===== config.mk =====
export PLATFORM = sky130hd
export DESIGN_NAME = sort_merge_unit
export DESIGN_NICKNAME = d
export VERILOG_FILES = /design/src/rtl/sort_merge_pkg.sv /design/src/rtl/merge_out_buf.sv /design/src/rtl/sort_merge_unit.sv
export SDC_FILE = /design/constraint.sdc
export NUM_CORES = 1
export LEC_CHECK = 0
export CORE_MARGIN = 2
export CORE_UTILIZATION = 45
export DETAILED_ROUTE_END_ITERATION = 10
export GPL_TIMING_DRIVEN = 0
export MAX_ROUTING_LAYER = met4
export PLACE_DENSITY = 0.71
export SLEW_MARGIN = 0
export SYNTH_ARGS = -nofsm -noshare
export SYNTH_HDL_FRONTEND = slang
export SYNTH_HIERARCHICAL = 1
export SYNTH_SLANG_ARGS = --single-unit
export TNS_END_PERCENT = 20

===== constraint.sdc =====
create_clock -name clk -period 5.95 [get_ports clk]
set_input_delay 0.595 -clock clk [delete_from_list [all_inputs] [get_ports clk]]
set_output_delay 0.595 -clock clk [all_outputs]
set_load 0.01 [all_outputs]

===== src/rtl/sort_merge_pkg.sv =====
// Shared types and helpers for the two-run merge unit.
//   merge_state_t : FSM encoding (MERGE while both runs have quota left,
//                   DRAINx while only stream x still owes elements).
//   cnt_width()   : width of a per-stream counter that must hold 0..run_len.
package sort_merge_pkg;

  typedef enum logic [1:0] {
    MERGE  = 2'd0,
    DRAIN0 = 2'd1,
    DRAIN1 = 2'd2
  } merge_state_t;

  localparam int unsigned DEF_NBITS   = 8;
  localparam int unsigned DEF_RUN_LEN = 4;

  function automatic int unsigned cnt_width(input int unsigned run_len);
    return $clog2(run_len + 1);
  endfunction

endpackage


===== src/rtl/merge_out_buf.sv =====
// One-entry val/rdy pipeline register carrying {last, msg}.
//   enq_val/enq_rdy/enq_msg/enq_last : upstream side; enq_rdy is the
//                                      "space" signal (empty or draining).
//   deq_val/deq_rdy/deq_msg/deq_last : registered downstream side.
// A held entry stays unchanged until deq_rdy; a drain and a load can occur
// in the same cycle, so a continuous stream passes at one entry per cycle.
module merge_out_buf #(
  parameter int unsigned p_nbits = 8
) (
  input  logic               clk,
  input  logic               reset,
  input  logic               enq_val,
  output logic               enq_rdy,
  input  logic [p_nbits-1:0] enq_msg,
  input  logic               enq_last,
  output logic               deq_val,
  input  logic               deq_rdy,
  output logic [p_nbits-1:0] deq_msg,
  output logic               deq_last
);

  logic               val_q, val_d;
  logic [p_nbits-1:0] msg_q, msg_d;
  logic               last_q, last_d;

  always_comb begin
    enq_rdy = !val_q || deq_rdy;
    val_d   = val_q;
    msg_d   = msg_q;
    last_d  = last_q;
    if (enq_val && enq_rdy) begin
      val_d  = 1'b1;
      msg_d  = enq_msg;
      last_d = enq_last;
    end else if (deq_rdy) begin
      val_d  = 1'b0;
    end
  end

  always_ff @(posedge clk) begin
    if (reset) begin
      val_q  <= 1'b0;
      msg_q  <= '0;
      last_q <= 1'b0;
    end else begin
      val_q  <= val_d;
      msg_q  <= msg_d;
      last_q <= last_d;
    end
  end

  assign deq_val  = val_q;
  assign deq_msg  = msg_q;
  assign deq_last = last_q;

endmodule


===== src/rtl/sort_merge_unit.sv =====
// Merges two ascending runs of p_run_len elements (one per input stream)
// into one ascending run of 2*p_run_len elements, one element per cycle.
//   in0_*/in1_* : input streams; rdy means "popped this cycle".
//   out_*       : registered output stream; out_last flags the final
//                 element of each merged run.
// While both streams still owe elements the smaller head is taken (ties go
// to stream 0); once one stream has delivered its quota the other is drained.
module sort_merge_unit
  import sort_merge_pkg::*;
#(
  parameter int unsigned p_nbits   = DEF_NBITS,
  parameter int unsigned p_run_len = DEF_RUN_LEN
) (
  input  logic               clk,
  input  logic               reset,
  input  logic               in0_val,
  output logic               in0_rdy,
  input  logic [p_nbits-1:0] in0_msg,
  input  logic               in1_val,
  output logic               in1_rdy,
  input  logic [p_nbits-1:0] in1_msg,
  output logic               out_val,
  input  logic               out_rdy,
  output logic [p_nbits-1:0] out_msg,
  output logic               out_last
);

  localparam int unsigned CW = cnt_width(p_run_len);
  localparam logic [CW-1:0] RUN_LEN_C = CW'(p_run_len);
  // Combined count just before the final pop of a merged run.
  localparam logic [CW:0] LAST_TOTAL_C = (CW + 1)'(2 * p_run_len - 1);

  merge_state_t      state_q, state_d;
  logic [CW-1:0]     cnt0_q, cnt0_d;
  logic [CW-1:0]     cnt1_q, cnt1_d;

  logic              space;
  logic              take0;
  logic              pop;
  logic              last_pop;
  logic [CW:0]       popped_total;
  logic [p_nbits-1:0] sel_msg;

  always_comb begin
    in0_rdy = 1'b0;
    in1_rdy = 1'b0;
    take0   = (in0_msg <= in1_msg);

    case (state_q)
      // Never pop blind: both heads must be visible to pick the smaller.
      MERGE: begin
        if (in0_val && in1_val && space) begin
          in0_rdy = take0;
          in1_rdy = !take0;
        end
      end
      DRAIN0:  in0_rdy = in0_val && space;
      DRAIN1:  in1_rdy = in1_val && space;
      default: ;
    endcase

    pop          = in0_rdy || in1_rdy;
    sel_msg      = in0_rdy ? in0_msg : in1_msg;
    popped_total = {1'b0, cnt0_q} + {1'b0, cnt1_q};
    last_pop     = pop && (popped_total == LAST_TOTAL_C);

    cnt0_d  = cnt0_q + CW'(in0_rdy);
    cnt1_d  = cnt1_q + CW'(in1_rdy);
    state_d = state_q;

    if (last_pop) begin
      // Run complete: restart immediately so the next run has no bubble.
      cnt0_d  = '0;
      cnt1_d  = '0;
      state_d = MERGE;
    end else if (state_q == MERGE) begin
      if (cnt0_d == RUN_LEN_C) begin
        state_d = DRAIN1;
      end else if (cnt1_d == RUN_LEN_C) begin
        state_d = DRAIN0;
      end
    end
  end

  always_ff @(posedge clk) begin
    if (reset) begin
      state_q <= MERGE;
      cnt0_q  <= '0;
      cnt1_q  <= '0;
    end else begin
      state_q <= state_d;
      cnt0_q  <= cnt0_d;
      cnt1_q  <= cnt1_d;
    end
  end

  merge_out_buf #(.p_nbits(p_nbits)) u_out_buf (
    .clk      (clk),
    .reset    (reset),
    .enq_val  (pop),
    .enq_rdy  (space),
    .enq_msg  (sel_msg),
    .enq_last (last_pop),
    .deq_val  (out_val),
    .deq_rdy  (out_rdy),
    .deq_msg  (out_msg),
    .deq_last (out_last)
  );

endmodule

==> metrics, run 1 <==
Logic pwr share 27.1%; Max Clk Rate 285 MHz; grt total ovfl 0; Syn-to-layout area delta 30.9%; dpl cells 194; Pwr Density 167 mW/mm2; clk_lat worst skew 0.29 ns; initial antenna violation count 0; critical path endpoint category primary output; first-pass GRT wire length 4730 um; min Tclk post-route 3.51 ns; worst hold slack 0.561 ns; # fillers 237; std cell rows 19; fin util 61.2%; sequence of cells on the critical path clkdlybuf4s50_1, inv_1, ha_1, a21oi_1, o21ai_0, o221ai_1, a211oi_1, clkdlybuf4s50_1; Max Clock Skew 0.00543 ns; Die W 57.3 um; Post-Synth Adder-Cell Area 16.3%; largest family of logic cells by synthesized area compound AO/OA/AOI/OAI gates; TritonCTS buffer count 3; sequential group share of total power 45.9%; Mapped Cells 131; H-tree depth 1; wire length per cell 13.9 um; antenna cells 0; initial core utilization 46.7%; LEAKAGE 0.766 nW; Sink Count 18; status complete, no violations; synthesis-stage register bit count 18; cell class contributing the biggest share of worst-path delay buffers and inverters; maximum clock path buffer count 2; hold-fix buffers at CTS 0; worst slew pin tran 0.335 ns; CTS tree built; largest net degree at the start of global routing 14; Hold Path Class flop to flop; maximum vdd ir drop 149 uV; delay of the slowest critical-path stage 0.60 ns; CORE AREA 0.00273 mm2; syn_area_per_cell 9.75 um2; Seq/Total Area, Yosys 28.2%; number of global-route vias before repair 1094; setup TNS 0 ns; Internal 206 uW; fin. max-slew vios 0; Final Hold Violating Endpoints 0; total power 279 uW; Yosys Warn Count 6; simple-gate share of the synthesized area 14.8%; area of the mapped netlist 0.00128 mm2; gr usage total 18.6%; Die Span Y 57.3 um; Crit Path Class primary input to primary output; postcts setup bufs 0; post_cts resized 0; PortBufs 32; switching fraction of total power 26.2%; CP required 5.36 ns; Rel. slew slack 77.4%; Post-route DRC 0; net switching power 73.1 uW; clk slew on worst S/H paths 0.11 ns; DR pass1 iterations 4; io pins 33; clock share of power 27.0%; die area 0.00328 mm2; CP Max Fanout 3; RePlAce Congestion 0.838; routed wire length 2750 um; crit start category primary input; complex-gate fraction of the synthesized area 21.7%; mux cell area share after synthesis 10.3%; Synth cell types 33; post-route clock period utilization 59.0%; DP HPWL 2240 um; layout cells sized above 1 19.8%; most used cell along the critical path clkdlybuf4s50_1; Final setup viols 0; Iter 0 DRT Violations 17; Vias/cell 5.40; Final ANT Viol Nets 0; DR vias 1070; crit path DAT 2.91 ns; nets 205; unrepaired setup endpoints after global routing false; max_cap viols 0; Finished Layout Cells 198; CP max-delay cell clkdlybuf4s50_1; Synthesized Nets 168; XOR/XNOR Fraction of Synth Area 1.37%; clock root cell clkbuf_4; WP buf/inv 3
==> metrics by stage <==
step	setup WS (ns)	cell area (um2)
after CTS	2.41	1670
after global routing	2.30	1670
after floorplan	3.31	1280
after detailed placement	2.41	1640
final	2.44	1670
after global placement	2.40	1640
==> cell type report <==
type / instances / area (um2) / share of cell area, %
clock buffers: 4 / 36.3 / 2.17
well taps: 31 / 38.8 / 2.32
flip-flops and latches: 18 / 360 / 21.5
inverters: 13 / 48.8 / 2.92
plain buffers: 6 / 45.0 / 2.69
repair buffers: 32 / 320 / 19.1
multi-input cells: 94 / 823 / 49.2
==> state kept, by name, indices dropped and copies added (netlist names) <==
name                count
u_out_buf/deq_last      1
cnt1_q                  3
cnt0_q                  3
u_out_buf/deq_msg       8
u_out_buf/deq_val       1
state_q                 2
==> cell usage in the layout (no fill, tap or decap), drive strengths merged, types with 2 or more instances in the layout <==
| cell type | synthesis | routed |
|---|---|---|
| a211oi | 2 | 2 |
| clkdlybuf4s50 | 0 | 32 |
| nand3 | 9 | 9 |
| buf | 5 | 5 |
| nor3 | 3 | 3 |
| nand2 | 3 | 3 |
| mux2 | 9 | 9 |
| clkbuf | 1 | 5 |
| ha | 15 | 15 |
| nand4 | 2 | 2 |
| o21ai | 2 | 2 |
| a21bo | 9 | 9 |
| nor2 | 5 | 5 |
| and2 | 6 | 6 |
| dfxtp | 18 | 18 |
| inv | 13 | 13 |
| a21oi | 16 | 16 |
==> per-layer routing <==
metal | up-vias | track usage, % | routed length [um] | share of wire, %
li1 | 534 | - | - | -
met1 | 509 | 23.7 | 1260 | 46
met2 | 23 | 31.0 | 1380 | 50
met3 | 4 | 1.59 | 80 | 2.9
met4 | 0 | 6.64 | 38 | 1.4
met5 | - | - | 0 | 0
==> power groups by stage <==
stage | Sequential (mW) | Combinational (mW) | Clock [mW]
after floorplan | 0.132 | 0.0424 | 0
after global placement | 0.130 | 0.0734 | 0
after detailed placement | 0.131 | 0.0760 | 0
after CTS | 0.128 | 0.0763 | 0.0761
after global routing | 0.129 | 0.0827 | 0.0833
final | 0.128 | 0.0756 | 0.0752
==> worst reg2reg max path, cell delays in order, from the launching register on <==
cell and delay (ns):
dfxtp_1 0.35, nand2b_4 0.08, buf_2 0.25, and3_1 0.23, nand2_1 0.06, o31a_1 0.30, buf_6 0.15, inv_1 0.09
ha_1 0.16, ha_1 0.23, nor3_1 0.14, a21oi_1 0.11, a21oi_1 0.13, nor2_1 0.05
==> cell families (layout without fill, tap and decap cells) <==
family	Yosys count	after routing
buf+inv	19	55
compound gates	34	34
xor+xnor	2	2
fa+ha+maj	16	16
flops	18	18
mux	9	9
simple gates	33	33
==> cell usage after synthesis <==
master | n | area, um2
a211oi_1 | 2 | 15.0
a21bo_1 | 9 | 90.1
a21oi_1 | 6 | 30.0
a21oi_2 | 10 | 87.6
a41oi_1 | 1 | 8.76
and2_1 | 6 | 37.5
and3_1 | 1 | 6.26
and4_1 | 1 | 8.76
buf_2 | 2 | 10.0
buf_4 | 1 | 7.51
buf_6 | 2 | 22.5
clkbuf_2 | 1 | 5.00
dfxtp_1 | 18 | 360
fa_1 | 1 | 20.0
ha_1 | 15 | 188
inv_1 | 13 | 48.8
mux2_2 | 1 | 11.3
mux2_4 | 8 | 120
nand2_1 | 3 | 11.3
nand2b_4 | 1 | 13.8
nand3_1 | 9 | 45.0
nand4_1 | 2 | 12.5
nor2_1 | 5 | 18.8
nor2b_4 | 1 | 13.8
nor3_1 | 3 | 15.0
o211ai_2 | 1 | 12.5
o21ai_0 | 2 | 10.0
o221ai_1 | 1 | 8.76
o22ai_1 | 1 | 6.26
o31a_1 | 1 | 8.76
or2_2 | 1 | 6.26
xnor2_1 | 1 | 8.76
xor2_1 | 1 | 8.76
==> final timing paths <==
kind,end,startpoint,slack (ns),cells past startpoint
setup reg to reg,state_q[0],u_out_buf/deq_val,3.53,13
hold / removal,cnt1_q[2],cnt1_q[2],0.56,2
setup / recovery,in1_rdy,in1_msg[6],2.44,8
hold reg to reg,cnt1_q[2],cnt1_q[2],0.56,2
Note: power is estimated with default switching activity, not from simulation.
==> run 2: changes to the inputs <==
- CORE_UTILIZATION: 45 -> 44
- PLACE_DENSITY: 0.71 -> 0.72
- clock period: 5.95 -> 3.1 ns (I/O delays scaled with it)
==> metrics, run 2 (synthesis results as in run 1) <==
status complete, no violations; CP required 2.79 ns (-2.57 ns); delay of the slowest critical-path stage 0.59 ns (about the same); DP HPWL 2300 um (+2.3%); Post-DP Area 0.00164 mm2 (unchanged); Hold Path Origin cnt1_q[2]; commonest non-fill, non-tap cell in the layout clkdlybuf4s50_1; PortBufs 32 (unchanged); Final Hold Violating Endpoints 0 (unchanged); Die Span Y 57.9 um (+1.0%); Post-route DRC 0 (unchanged); crit start category primary input; worst slew pin tran 0.419 ns (+0.0836 ns); most frequent cells in the layout 32 x clkdlybuf4s50_1, 18 x dfxtp_1, 15 x ha_1, 13 x inv_1, 10 x a21oi_2; Sink Count 18 (unchanged); die area 0.00335 mm2 (+2.1%); max_cap viols 0 (unchanged); post-route clock period utilization 96.6%; CP max-delay cell clkdlybuf4s50_1; fin. max-slew vios 0 (unchanged); largest net degree at the start of global routing 14 (unchanged); CP Max Fanout 3 (unchanged); Iter 0 DRT Violations 12 (-5); DR vias 1058 (-1.1%); Worst Setup SP in1_msg[7]; Hold Path Class flop to flop; max reg flops 8 (unchanged); Hold EP cnt1_q[2]; Final ANT Viol Nets 0 (unchanged); unrepaired setup endpoints after global routing false; wire length per cell 14.0 um (+0.65%); clk slew on worst S/H paths 0.10 ns (about the same); routed wire length 2770 um (+0.65%); number of global-route vias before repair 1108 (+1.3%); CORE AREA 0.00276 mm2 (+0.87%); Rel. slew slack 71.8% (-5.6 points); first-pass GRT wire length 4800 um (+1.5%); sequence of cells on the critical path clkdlybuf4s50_1, inv_1, ha_1, inv_1, o21ai_0, o221ai_1, a211oi_2, clkdlybuf4s50_1; RePlAce Congestion 0.763 (-9.0%); clock root cell clkbuf_4; hold-fix buffers at CTS 0 (unchanged); grt total ovfl 0 (unchanged); maximum vdd ir drop 271 uV (+82%); Vias/cell 5.34 (-1.1%); hold path cells 2 (unchanged); std cell rows 19 (unchanged); postcts setup bufs 0 (unchanged); LEAKAGE 0.767 nW (+0.16%); io pins 33 (unchanged); reg2reg path depth 13 (unchanged); crit path DAT 2.69 ns (-0.22 ns); fin util 60.8% (-0.35 points); Die W 57.9 um (+1.0%); initial core utilization 46.3% (-0.40 points); Pwr Density 316 mW/mm2 (+90%); maximum clock path buffer count 2 (unchanged); initial antenna violation count 0 (unchanged); R2R Setup Slk 0.73 ns (-2.80 ns); Max Clock Skew 0.00656 ns (+0.00113 ns); clk_lat worst skew 0.28 ns (about the same); RR Startpoint u_out_buf/deq_val; setup TNS 0 ns (unchanged); min Tclk post-route 3.00 ns; gr usage total 18.9% (+0.27 points); WP buf/inv 4 (+1); layout cells sized above 1 20.4% (+0.60 points); reg-to-reg endpoint state_q[0]; Syn-to-layout area delta 31.3%; Crit Path Class primary input to primary output; cell class contributing the biggest share of worst-path delay buffers and inverters; nets 205 (unchanged); DR pass1 iterations 4 (unchanged); antenna cells 0 (unchanged); critical path endpoint category primary output; Max Clk Rate 334 MHz; Final setup viols 0 (unchanged); CTS tree built; TritonCTS buffer count 3 (unchanged); design area 0.00168 mm2 (+0.30%); H-tree depth 1 (unchanged)
run 2: how the worst max path moves through the flow:
stage,to,slack (ns),cells past startpoint
3_3_place_gp,in1_rdy,0.12,8
5_1_grt,in1_rdy,0.04,8
4_1_cts,in1_rdy,0.07,8
3_5_place_dp,in1_rdy,0.07,8
6_report,in1_rdy,0.10,8
2_1_floorplan,state_q[0],0.74,13
run 2: stage by stage:
step | cells | power [mW] | hold WS (ns) | setup WS [ns]
CTS | 198 | 0.534 | 0.570 | 0.0688
global route | 198 | 0.559 | 0.614 | 0.0364
finish | 198 | 0.530 | 0.568 | 0.104
detailed placement | 194 | 0.396 | 0.542 | 0.0739
floorplan | 131 | 0.334 | 0.495 | 0.741
global placement | 194 | 0.391 | 0.529 | 0.118
run 2: layout make-up:
class	instances	area, um2
Fill cell	266	1080
Multi-Input combinational cell	94	828
Sequential cell	18	360
Timing Repair Buffer	32	320
Inverter	13	48.8
Buffer	6	45.0
Tap cell	31	38.8
Clock buffer	4	36.3
run 2: worst min-delay path, cell delays in order, from the launching register on:
cell	delay, ns
dfxtp_1	0.36
xnor2_1	0.09
nor2_1	0.08
run 2: report_power, final:
group,internal (mW),total [mW],switching [mW],leakage (nW)
clock network,0.0714,0.139,0.0680,0.0210
registers,0.240,0.245,0.00534,0.146
logic,0.0835,0.146,0.0621,0.599
total,0.395,0.530,0.135,0.767
run 2: timing repair:
item                                   in CTS  in global routing
endpoints found under the hold margin       0                  0
setup endpoints to repair                   0                  1
gates resized for setup                     0                  1
run 2: layer usage:
metal  vias up  part of all wire (%)  GRT usage [%]
li1        540                     -              -
met1       490                    44           22.0
met2        24                    52           34.4
met3         4                   2.8           1.12
met4         0                   1.1           6.31
met5         -                     0              -
==> run 3: changes to the inputs <==
- ABC_AREA: not set -> 0
==> results of run 3 <==
Same layout as run 2: the final DEF is identical, and so are final timing and power.
==> RTL change: new RTL, config.mk and constraints of run 1 <==
Make the reset (`reset`) asynchronous in 2 clocked blocks.
--- a/src/rtl/merge_out_buf.sv
+++ b/src/rtl/merge_out_buf.sv
@@ -37,7 +37,7 @@
     end
   end
 
-  always_ff @(posedge clk) begin
+  always_ff @(posedge clk or posedge reset) begin
     if (reset) begin
       val_q  <= 1'b0;
       msg_q  <= '0;
--- a/src/rtl/sort_merge_unit.sv
+++ b/src/rtl/sort_merge_unit.sv
@@ -82,7 +82,7 @@
     end
   end
 
-  always_ff @(posedge clk) begin
+  always_ff @(posedge clk or posedge reset) begin
     if (reset) begin
       state_q <= MERGE;
       cnt0_q  <= '0;
Formal check against the unedited RTL: differs if reset is asserted again (counterexample within 4 cycles, from zero or initial values and one cycle with reset high); with reset held inactive, the same outputs for 10 cycles.
==> RTL change against run 1 <==
Synthesized area shrank 0.39%; non-clock buffer count shrank 5; cell area shrank 1.1%; utilization shrank 0.16 points; worst setup slack lost 37 ps; sequential cell count is the same; wire length shrank 10%; largest cell class unchanged.
Power is not compared: it rests on default switching activity, and its combinational part moved more than twofold at a synthesized area within 25%.
==> RTL change: results (changes against run 1) <==
| Metric | Value |
|---|---|
| Async set or reset register ratio after synthesis | `100% (+100 points)` |
| Worst R2R End | `state_q[0]$_DFFE_PP0P_` |
| Hold slack | `520 ps (-40.9 ps)` |
| Multi-input gates | `74 (-21%)` |
| Synth Area in XOR/XNOR | `1.38% (+0.0054 points)` |
| Pre-CTS setup slack | `2430 ps (+15.5 ps)` |
| Seq area share | `27.2% (+5.7 points)` |
| Final WL | `2470 um (-10%)` |
| Synth cell types | `27 (-18%)` |
| Hold_sp | `u_out_buf/deq_msg[1]$_DFFE_PP0P_` |
| Ratio of final minimum period to clock period | `59.6% (+0.63 points)` |
| Outcome | `complete, no violations` |
| CP max FO | `2 (-1)` |
| Placed cell areas | `1630 um^2 (-0.31%)` |
| Vias in the first global route | `932 (-15%)` |
| Final #Nets | `182 (-11%)` |
| Largest area contributor in the netlist | `dfrtp_1` |
| WL met2 | `1240 um (-9.5%)` |
| Nonclk buf count | `33 (-13%)` |
| Routing usage on met1 | `22.1% (-1.6 points)` |
| GP Congestion | `0.775 (-7.5%)` |
| Global routing usage on met2 | `28.7% (-2.3 points)` |
| DR WL met3 | `118 um (+48%)` |
| Hpwl dp | `2060 um (-8.2%)` |
| DR iter-0 viols | `23 (+6)` |
| Top cell type's share of synthesized area | `35.4% (+7.2 points)` |
| Hold Path Stages | `1 (-1)` |
| Reg2reg setup slack | `3570 ps (+40 ps)` |
| Global routing usage on met3 | `3.85% (+2.3 points)` |
| Non-clock buffering overhead | `20.0% (-1.8 points)` |
| M1 WL | `1080 um (-14%)` |
| Syn_area_per_cell | `11.8 um^2 (+21%)` |
| ClkCell Share | `1.36% (-0.81 points)` |
| Multi-input gate area | `754 um^2 (-8.4%)` |
| Fillcell total | `241 (+1.7%)` |
-- RTL change: worst max-delay path, cell delays in order --
cell and delay [ps]:
clkdlybuf4s50_1 480, inv_1 50, ha_1 270, nor2b_1 150, o211ai_2 80, a21oi_1 190
o221ai_1 150, a211oi_1 370, clkdlybuf4s50_1 610
-- RTL change: worst max path at each step --
stage / startpoint / to
after floorplan: in1_msg[1] / state_q[0]$_DFFE_PP0P_
after global placement: in1_msg[1] / in1_rdy
after detailed placement: in1_msg[1] / in1_rdy
after CTS: in1_msg[1] / in1_rdy
after global routing: in1_msg[1] / in1_rdy
final: in1_msg[1] / in1_rdy
-- RTL change: power by group --
| part | switching [mW] | internal, mW | total [mW] |
|---|---|---|---|
| clock network | 0.0369 | 0.0235 | 0.0604 |
| logic | 0.161 | 0.228 | 0.389 |
| registers | 0.0485 | 0.183 | 0.232 |
| total | 0.247 | 0.434 | 0.681 |
